--- src/rtl/ccff_loader_if.sv ---
// ccff_loader_if: host word handshake, chain serial pins and status of one ccff_loader
//   start/data_in/data_valid/data_ready : host side, bit 0 of data_in shifted first
//   ccff_head/ccff_tail/shift_en        : chain head, chain tail, chain shift request
//   busy/done/pass/crc_out              : sequence status and load CRC
interface ccff_loader_if #(
    parameter int WORD_W = 8
);
    logic              start;
    logic [WORD_W-1:0] data_in;
    logic              data_valid;
    logic              data_ready;
    logic              ccff_head;
    logic              ccff_tail;
    logic              shift_en;
    logic              busy;
    logic              done;
    logic              pass;
    logic [15:0]       crc_out;
    modport slave (
        input  start, data_in, data_valid, ccff_tail,
        output data_ready, ccff_head, shift_en, busy, done, pass, crc_out
    );
    modport master (
        output start, data_in, data_valid, ccff_tail,
        input  data_ready, ccff_head, shift_en, busy, done, pass, crc_out
    );
endinterface

--- src/rtl/ccff_loader.sv ---
// ccff_loader: serializes a host bitstream into a config flop chain, recirculates it once and compares CRC-16s
//   prog_clk : configuration clock
//   pReset   : synchronous active-high reset
//   bus      : slave view of ccff_loader_if (host handshake, chain pins, status)
module ccff_loader #(
    parameter int CHAIN_LEN = 18,
    parameter int WORD_W    = 8
) (
    input logic          prog_clk,
    input logic          pReset,
    ccff_loader_if.slave bus
);
    localparam int WORDS = (CHAIN_LEN + WORD_W - 1) / WORD_W;
    localparam int WL_W  = $clog2(WORDS + 1);
    localparam int BT_W  = $clog2(CHAIN_LEN + 1);
    localparam int BL_W  = $clog2(WORD_W + 1);

    typedef enum logic [1:0] {IDLE, LOAD, VERIFY, DONE} state_t;

    state_t            state_q, state_d;
    logic [WORD_W-1:0] sr_q, sr_d;
    logic [WL_W-1:0]   words_left_q, words_left_d;
    logic [BT_W-1:0]   bits_total_q, bits_total_d;
    logic [BL_W-1:0]   bits_left_q, bits_left_d;
    logic [15:0]       load_crc_q, load_crc_d;
    logic [15:0]       rb_crc_q, rb_crc_d;
    logic [15:0]       crc_out_q, crc_out_d;
    logic              pass_q, pass_d;
    logic              shift_en, data_ready, accept;
    logic [31:0]       rem;

    function automatic logic [15:0] crc_step(input logic [15:0] c, input logic b);
        return {c[14:0], 1'b0} ^ ((c[15] ^ b) ? 16'h1021 : 16'h0000);
    endfunction

    assign shift_en   = (state_q == LOAD && bits_left_q != '0) || state_q == VERIFY;
    assign data_ready = state_q == LOAD && words_left_q != '0 &&
                        (bits_left_q == '0 || (bits_left_q == BL_W'(1) && shift_en));
    assign accept     = data_ready && bus.data_valid;
    // bits still owed to the chain once this cycle's shift (if any) has happened
    assign rem        = 32'(bits_total_q) - 32'(shift_en);

    assign bus.shift_en   = shift_en;
    assign bus.data_ready = data_ready;
    assign bus.ccff_head  = state_q == VERIFY ? bus.ccff_tail : (state_q == LOAD && sr_q[0]);
    assign bus.busy       = state_q != IDLE;
    assign bus.done       = state_q == DONE;
    assign bus.pass       = pass_q;
    assign bus.crc_out    = crc_out_q;

    always_comb begin
        state_d      = state_q;
        sr_d         = sr_q;
        words_left_d = words_left_q;
        bits_total_d = bits_total_q;
        bits_left_d  = bits_left_q;
        load_crc_d   = load_crc_q;
        rb_crc_d     = rb_crc_q;
        crc_out_d    = crc_out_q;
        pass_d       = pass_q;
        unique case (state_q)
            IDLE: if (bus.start) begin
                state_d      = LOAD;
                sr_d         = '0;
                words_left_d = WL_W'(WORDS);
                bits_total_d = BT_W'(CHAIN_LEN);
                bits_left_d  = '0;
                load_crc_d   = 16'hFFFF;
                rb_crc_d     = 16'hFFFF;
                pass_d       = 1'b0;
            end
            LOAD: begin
                if (shift_en) begin
                    load_crc_d   = crc_step(load_crc_q, sr_q[0]);
                    bits_total_d = bits_total_q - BT_W'(1);
                    bits_left_d  = bits_left_q - BL_W'(1);
                    // the last bit of a word stays at bit 0 so ccff_head holds through a stall
                    if (bits_left_q != BL_W'(1)) sr_d = sr_q >> 1;
                    if (bits_total_q == BT_W'(1)) begin
                        state_d      = VERIFY;
                        bits_total_d = BT_W'(CHAIN_LEN);
                    end
                end
                if (accept) begin
                    sr_d         = bus.data_in;
                    words_left_d = words_left_q - WL_W'(1);
                    bits_left_d  = BL_W'((rem < 32'(WORD_W)) ? rem : 32'(WORD_W));
                end
            end
            VERIFY: begin
                rb_crc_d     = crc_step(rb_crc_q, bus.ccff_tail);
                bits_total_d = bits_total_q - BT_W'(1);
                if (bits_total_q == BT_W'(1)) begin
                    state_d   = DONE;
                    pass_d    = load_crc_q == rb_crc_d;
                    crc_out_d = load_crc_q;
                end
            end
            DONE: state_d = IDLE;
        endcase
    end

    always_ff @(posedge prog_clk) begin
        if (pReset) begin
            state_q      <= IDLE;
            sr_q         <= '0;
            words_left_q <= '0;
            bits_total_q <= '0;
            bits_left_q  <= '0;
            load_crc_q   <= '0;
            rb_crc_q     <= '0;
            crc_out_q    <= '0;
            pass_q       <= 1'b0;
        end else begin
            state_q      <= state_d;
            sr_q         <= sr_d;
            words_left_q <= words_left_d;
            bits_total_q <= bits_total_d;
            bits_left_q  <= bits_left_d;
            load_crc_q   <= load_crc_d;
            rb_crc_q     <= rb_crc_d;
            crc_out_q    <= crc_out_d;
            pass_q       <= pass_d;
        end
    end
endmodule

--- src/flat_wrapper.sv ---
// flat-port wrapper written by rule: the top's interface ports become plain ports
module ccff_loader_flat 
#(
    parameter int CHAIN_LEN = 18,
    parameter int WORD_W    = 8
)
  (prog_clk, pReset, bus_start, bus_data_in, bus_data_valid, bus_ccff_tail, bus_data_ready, bus_ccff_head, bus_shift_en, bus_busy, bus_done, bus_pass, bus_crc_out);
  ccff_loader_if #(.WORD_W(WORD_W)) bus_i ();
  input logic prog_clk;
  input logic pReset;
  input wire logic [$bits(bus_i.start)-1:0] bus_start;
  input wire logic [$bits(bus_i.data_in)-1:0] bus_data_in;
  input wire logic [$bits(bus_i.data_valid)-1:0] bus_data_valid;
  input wire logic [$bits(bus_i.ccff_tail)-1:0] bus_ccff_tail;
  output wire logic [$bits(bus_i.data_ready)-1:0] bus_data_ready;
  output wire logic [$bits(bus_i.ccff_head)-1:0] bus_ccff_head;
  output wire logic [$bits(bus_i.shift_en)-1:0] bus_shift_en;
  output wire logic [$bits(bus_i.busy)-1:0] bus_busy;
  output wire logic [$bits(bus_i.done)-1:0] bus_done;
  output wire logic [$bits(bus_i.pass)-1:0] bus_pass;
  output wire logic [$bits(bus_i.crc_out)-1:0] bus_crc_out;
  assign bus_i.start = bus_start;
  assign bus_i.data_in = bus_data_in;
  assign bus_i.data_valid = bus_data_valid;
  assign bus_i.ccff_tail = bus_ccff_tail;
  assign bus_data_ready = bus_i.data_ready;
  assign bus_ccff_head = bus_i.ccff_head;
  assign bus_shift_en = bus_i.shift_en;
  assign bus_busy = bus_i.busy;
  assign bus_done = bus_i.done;
  assign bus_pass = bus_i.pass;
  assign bus_crc_out = bus_i.crc_out;
  ccff_loader #(.CHAIN_LEN(CHAIN_LEN), .WORD_W(WORD_W)) u_core (.prog_clk(prog_clk), .pReset(pReset), .bus(bus_i));
endmodule
--- config.mk ---
export PLATFORM = sky130hd
export DESIGN_NAME = ccff_loader_flat
export DESIGN_NICKNAME = d
export VERILOG_FILES = /design/src/rtl/ccff_loader_if.sv /design/src/rtl/ccff_loader.sv /design/src/flat_wrapper.sv
export SDC_FILE = /design/constraint.sdc
export NUM_CORES = 1
export LEC_CHECK = 0
export ABC_AREA = 1
export CAP_MARGIN = 0
export CORE_MARGIN = 3
export CORE_UTILIZATION = 55
export CTS_CLUSTER_SIZE = 20
export DETAILED_ROUTE_END_ITERATION = 10
export PLACE_DENSITY = 0.78
export SLEW_MARGIN = 10
export SYNTH_ARGS = -nofsm -noshare
export SYNTH_HDL_FRONTEND = slang
export SYNTH_SLANG_ARGS = --single-unit
export TNS_END_PERCENT = 5
--- constraint.sdc ---
create_clock -name prog_clk -period 4.7 [get_ports prog_clk]
set_clock_uncertainty 0.1 [all_clocks]
set_input_delay 0.705 -clock prog_clk [delete_from_list [all_inputs] [get_ports prog_clk]]
set_output_delay 0.705 -clock prog_clk [all_outputs]
set_load 0.005 [all_outputs]
# ---- Yosys cells after proc, flatten, opt, wreduce, memory -nomap -nowiden
# Cells that the tools add are included.
dict set report word_totals {
  regBits 70
  latch_bits 0
  mem_bits_rw 0
  mem_bits_ro 0
  in_bits 13
  out_inout_bits 22
  wordCells 89
  n_memories 0
}
dict set report op_classes {
  n_addsub 4
  mul 0
  div 0
  magnitude_cmp 1
  eq_ne 14
  n_shift 0
  mux 32
  bitwise 4
  n_reduce_logical 25
}
# cell n
set op_table {}
lappend op_table {{one-hot mux 16 bit (2 select lines)} 2}
lappend op_table {{< comparator 32 x 4 -> 1 bit, second input constant} 1}
lappend op_table {{two-way mux 16 bit} 2}
lappend op_table {{two-way mux 8 bit} 4}
lappend op_table {{bitwise XOR 16 bit} 2}
lappend op_table {{two-way mux 13 bit} 2}
lappend op_table {{== test 16 bit} 1}
lappend op_table {{two-way mux 4 bit} 4}
lappend op_table {{one-hot mux 8 bit (2 select lines)} 1}
lappend op_table {{two-way mux 5 bit} 3}
lappend op_table {{one-hot mux 5 bit (3 select lines)} 1}
lappend op_table {{AND reduction 3 bit} 5}
lappend op_table {{two-way mux 2 bit} 6}
lappend op_table {{one-hot mux 2 bit (4 select lines)} 1}
lappend op_table {{one-hot mux 4 bit (2 select lines)} 1}
lappend op_table {{AND reduction 4 bit} 2}
lappend op_table {{nonzero test 2 bit} 4}
lappend op_table {{logical AND 1 bit} 6}
lappend op_table {{inequality test 2 bit, second input constant} 3}
lappend op_table {{subtractor 5 x 1 -> 6 bit} 1}
lappend op_table {{== test 5 x 1 -> 1 bit, second input constant} 1}
lappend op_table {{subtractor 5 x 1 -> 5 bit, second input constant} 1}
lappend op_table {{== test 2 bit, second input constant} 2}
lappend op_table {{== test 4 x 1 -> 1 bit, second input constant} 1}
lappend op_table {{17 further kinds} 23}

# ---- Longest topological paths before layout
dict set report depth {
  word_depth 9
  ltp_mapped 15
  depth_no_buf 15
}

# ---- Worst setup path before layout
# Ideal clock, no wire load.
dict set report synth_path {
  path_kind {register to register}
  start {register u_core.state_q[1]}
  end {register u_core.bits_left_q[0]}
  arrival_ns 1.807
  required_ns 4.473
  setup_slack_ns 2.665
  stages_incl_launch_ff 15
  n_path_buf 0
  synth_period_minus_slack_ns 2.035
  cell_sequence {dfxtp_1 > inv_1 > ha_1 > nand2_2 > nand2_2 > ha_1 > ha_1 > nand2_1 > nand2_1 > nand3_1 > nor2_1 > o21ai_0 > nor2_1 > nor2_1 > nor2_1}
}
dict set report synth_between {
  elab_chain_len 9
  elab_cells_between_ends 19
}
# element line_no
set synth_lines {}
lappend synth_lines {{start: declaration} ccff_loader.sv:20} ;# state_t state_q, state_d;
lappend synth_lines {{start signal: assignment} ccff_loader.sv:115} ;# state_q <= state_d;
lappend synth_lines {{== test 2 x 1 -> 1 bit} ccff_loader.sv:36} ;# assign shift_en = (state_q == LOAD && bits_left_q != '0) || state_q == VERIFY;
lappend synth_lines {{logical AND 1 bit} ccff_loader.sv:36}
lappend synth_lines {{logical OR 1 bit *} ccff_loader.sv:36}
lappend synth_lines {{named net bus_shift_en} flat_wrapper.sv:17} ;# output wire logic [$bits(bus_i.shift_en)-1:0] bus_shift_en;
lappend synth_lines {{branches (longest 6 deep; another with < comparator 32 x 4 -> 1 bit)} -}
lappend synth_lines {{end signal: assignment} ccff_loader.sv:119} ;# bits_left_q <= bits_left_d;
lappend synth_lines {{end: declaration} ccff_loader.sv:24} ;# logic [BL_W-1:0] bits_left_q, bits_left_d;
# Mark *: on every way through the listed nets, which the timed path passes.
# A chain may end at the register's enable or synchronous reset.

# ---- Final worst setup path
dict set report layout_path {
  start {register u_core.state_q[1]}
  end {output port bus_data_ready}
}
dict set report layout_between {
  elab_chain_len 6
  elab_cells_between_ends 8
}
# element line_no
set layout_lines {}
lappend layout_lines {{== test 2 x 1 -> 1 bit} {ccff_loader.sv:36, ccff_loader.sv:37}}
lappend layout_lines {{logical AND 1 bit} ccff_loader.sv:36}
lappend layout_lines {{logical OR 1 bit} ccff_loader.sv:36}
lappend layout_lines {{logical AND 1 bit} ccff_loader.sv:38} ;# (bits_left_q == '0 || (bits_left_q == BL_W'(1) && shift_en));
lappend layout_lines {{logical OR 1 bit} ccff_loader.sv:38}
lappend layout_lines {{logical AND 1 bit *} ccff_loader.sv:37} ;# assign data_ready = state_q == LOAD && words_left_q != '0 &&
lappend layout_lines {{end: declaration} flat_wrapper.sv:15} ;# output wire logic [$bits(bus_i.data_ready)-1:0] bus_data_ready;
# Mark *: on every way between the ends. The rest lies on a longest branch, timed or not.

==> impl_metrics.csv <==
group,metric,value,unit
outcome,status,"complete, no violations",
clock_tree,cts_max_level,3,
yosys,syn_inst,441,
hold_path,hold_class,"reg2reg",
power_and_ir_drop,pwr_density_cell,675,nW/um2
global_route,antenna_found_initial,0,
yosys,synth_area_leaders,"dfxtp_1 42%, inv_1 6.9%, a221oi_1 6.5%, nor2_1 6.2%, nand2_1 5.9%",
power_and_ir_drop,p_comb_share,45.4,%
sta,rsz0062_at_grt,"no",
run,drv_cap,0,
floorplanning,die_h,84.2,um
power_and_ir_drop,irDropWorstVdd,0.000438,V
critical_path,rr_startpoint,"u_core.state_q[1]$_SDFFE_PP0P_",
floorplanning,die-area,7090,um2
power_and_ir_drop,pwr-share-clk,20.7,%
critical_path,cp-startpoint,"u_core.state_q[1]$_SDFFE_PP0P_",
sta,setup_viol_count_final,0,
global_route,grt_pass1_vias,2707,
final_layout,finalInstanceArea,3960,um2
critical_path,slowest_stage,"clkdlybuf4s50_1",
clock_tree,cts_resized,0,
critical_path,end_kind,"primary output",
floorplanning,start_util,58.9,%
yosys,synth_warnings,0,
route,first_iter_violations,202,
placed_design,placed_area,3720,um2
sta,finalSetupTns,0,ns
yosys,synth_top_cells_by_count,"70 x dfxtp_1, 62 x inv_1, 56 x nor2_1",
critical_path,crit_path_cell_trace,"inv_1, ha_1, inv_2, nor2_2, a21boi_1, clkdlybuf4s50_1",
hold_path,min-delay-start,"u_core.words_left_q[1]$_SDFFE_PP0P_",
placed_design,io_buffers,34,
floorplanning,dieWidth,84.2,um
route,num_vias,2998,
route,viasPerCell,5.47,
critical_path,worstPathArrival,2.53,ns
clock_tree,clkSinkCount,70,
final_layout,drive_gt1_share,8.19,%
final_layout,syn_to_final_growth,17.6,%
floorplanning,rows,27,
sta,fin_crit_sh,70.9,%
yosys,synth_top_area_share,41.7,%
yosys,synth_area_per_cell,7.63,um2
final_layout,final_nets,496,
sta,timing.final.max_slew_violations,0,
global_route,grt_pass1_wl,12.8,mm
power_and_ir_drop,p_sw,1.11,mW
critical_path,crit_path_start_kind,"register",
yosys,synth_seq_area_share,41.7,%
clock_tree,path_clk_slew,0.07,ns
yosys,synth_nets,466,
critical_path,crit_type,"reg2out",
yosys,synthFlopType,"dfxtp_1",
route,wire_per_inst,13.8,um
route,drcViolationCount,0,
clock_tree,insertion_delay,0.35,ns
route,ant_nets,0,
final_layout,postLayoutCoreUtil,69.3,%
floorplanning,boundaryPins,35,
power_and_ir_drop,power.internal,1.56,mW
sta,worst_pin_slew,1.14,ns
yosys,synth_edf_count,0,
yosys,synthArstFlopShare,0,%
floorplanning,coreArea,5710,um2
yosys,synth_cell_types,33,
global_route,grt_start_max_net_pins,34,
clock_tree,postCtsSetupBuffers,0,
yosys,synth.largest_area_cell,"dfxtp_1",
sta,final_hold_viol_count,0,
critical_path,required,3.89,ns
clock_tree,cts_buffers,9,
critical_path,path_max_fanout,13,
sta,max_freq,300,MHz
clock_tree,clock_tree.root_cell,"clkbuf_8",
power_and_ir_drop,power_leakage,1.71,nW
route,wl,7.59,mm
global_route,grt_overflow_total,0,
sta,slew_headroom,23.6,%
power_and_ir_drop,power_switching_share,41.6,%
route,drt-pass1-iter-count,6,
yosys,synthMostInstantiatedCell,"dfxtp_1",
clock_tree,clk_path_buf_depth,2,
power_and_ir_drop,seq_power_share,33.9,%
final_layout,num_antenna_cells,0,
sta,period_minus_slack,3.33,ns
yosys,ys_ff_latch,70,
critical_path,slowest_delay,0.56,ns
clock_tree,cts_tree,"done",
clock_tree,cts_hold_buf,0,
global_route,grt_use_total,22.1,%
placed_design,place_congestion,0.856,
yosys,synth_area,3360,um2
placed_design,hpwlAfterDp,5.37,mm
## state kept, by name (all words and copies together) (netlist names)
signal	cells
u_core.bits_left_q	4
u_core.bits_total_q	5
u_core.bus.crc_out	16
u_core.bus.pass	1
u_core.load_crc_q	16
u_core.rb_crc_q	16
u_core.sr_q	8
u_core.state_q	2
u_core.words_left_q	2
## metrics by stage
stage               setup slack, ns  power, mW  hold slack [ns]  instances
floorplan                      2.67       1.82            0.333        441
global placement               1.82       2.07            0.344        532
detailed placement             1.71       2.10            0.361        532
CTS                            1.34       2.67            0.372        548
global route                   1.23       2.89            0.400        548
finish                         1.37       2.67            0.368        548
## path summary, 6_finish.rpt
kind                                         end  slack, ns  cells past startpoint
min          u_core.words_left_q[1]$_SDFFE_PP0P_       0.37                      2
max reg2reg   u_core.load_crc_q[15]$_SDFFE_PP0P_       2.09                      7
min reg2reg  u_core.words_left_q[1]$_SDFFE_PP0P_       0.37                      2
max                               bus_data_ready       1.37                      6
## layout by cell type (no fill, tap or decap)
cell type | netlist | routed
dfxtp_1 | 70 | 70
inv_1 | 62 | 62
nor2_1 | 56 | 56
nand2_1 | 53 | 53
clkdlybuf4s50_1 | 0 | 34
a21oi_1 | 32 | 32
o21ai_0 | 31 | 31
a221oi_1 | 25 | 25
nand3_1 | 20 | 20
xor2_1 | 13 | 13
ha_1 | 12 | 12
clkbuf_8 | 0 | 11
nand2_2 | 9 | 9
o21ai_1 | 6 | 6
a211oi_1 | 5 | 5
buf_4 | 0 | 4
nor2_2 | 3 | 3
nand4_1 | 3 | 3
xnor2_1 | 3 | 3
nor3_1 | 3 | 3
nor3b_1 | 2 | 2
inv_2 | 2 | 2
o22ai_1 | 2 | 2
bufinv_16 | 0 | 2
a21boi_1 | 1 | 1
a21oi_2 | 1 | 1
nand4_2 | 1 | 1
nand2_4 | 1 | 1
nand3_2 | 1 | 1
o211ai_1 | 1 | 1
o221ai_1 | 1 | 1
or2_2 | 1 | 1
a31oi_1 | 1 | 1
nor4_1 | 1 | 1
clkinv_4 | 0 | 1
clkinv_2 | 0 | 1
clkinvlp_4 | 0 | 1
## routing by layer
metal  share of wire, %  track usage (%)  wire length (um)  vias up
met2                 46             34.4              3500       62
met5                  0                0                 0        -
li1                   -                -                 -     1521
met1                 48             30.2              3650     1407
met3                4.6             5.69               350        8
met4                1.1             6.58                83        0
## worst max-delay path, delay by kind of cell, from the launching register on
family	cells	cell delay [ns]
simple gates	1	0.23
buf+inv	3	0.83
flops	1	0.34
fa+ha+maj	1	0.44
compound gates	1	0.33
## layout make-up
class	instances	area, um2
clock buffer	11	151
clock inverter	5	81.3
fill	467	1750
inverter	64	240
multi-input combinational	288	1620
sequential	70	1400
tap	72	90.1
timing repair buffer	38	370
## kinds of logic after synthesis
logic type	after synthesis	share of synthesized area [%]
and+or+nand+nor	154	20.2
buffers and inverters	83	10.1
xor gates and xnor gates	16	4.17
adders and majority gates	12	4.46
DFF	70	41.7
AOI/OAI and AO/OA	106	19.4
## power groups by stage
stage          sequential, mW  clock [mW]  combinational [mW]
3_5_place_dp            0.915           0                1.19
6_report                0.906       0.553                1.21
5_1_grt                 0.927       0.587                1.37
3_3_place_gp            0.911           0                1.16
2_1_floorplan           0.887           0               0.935
4_1_cts                 0.904       0.564                1.20
Power figures use the tool's default switching activity.
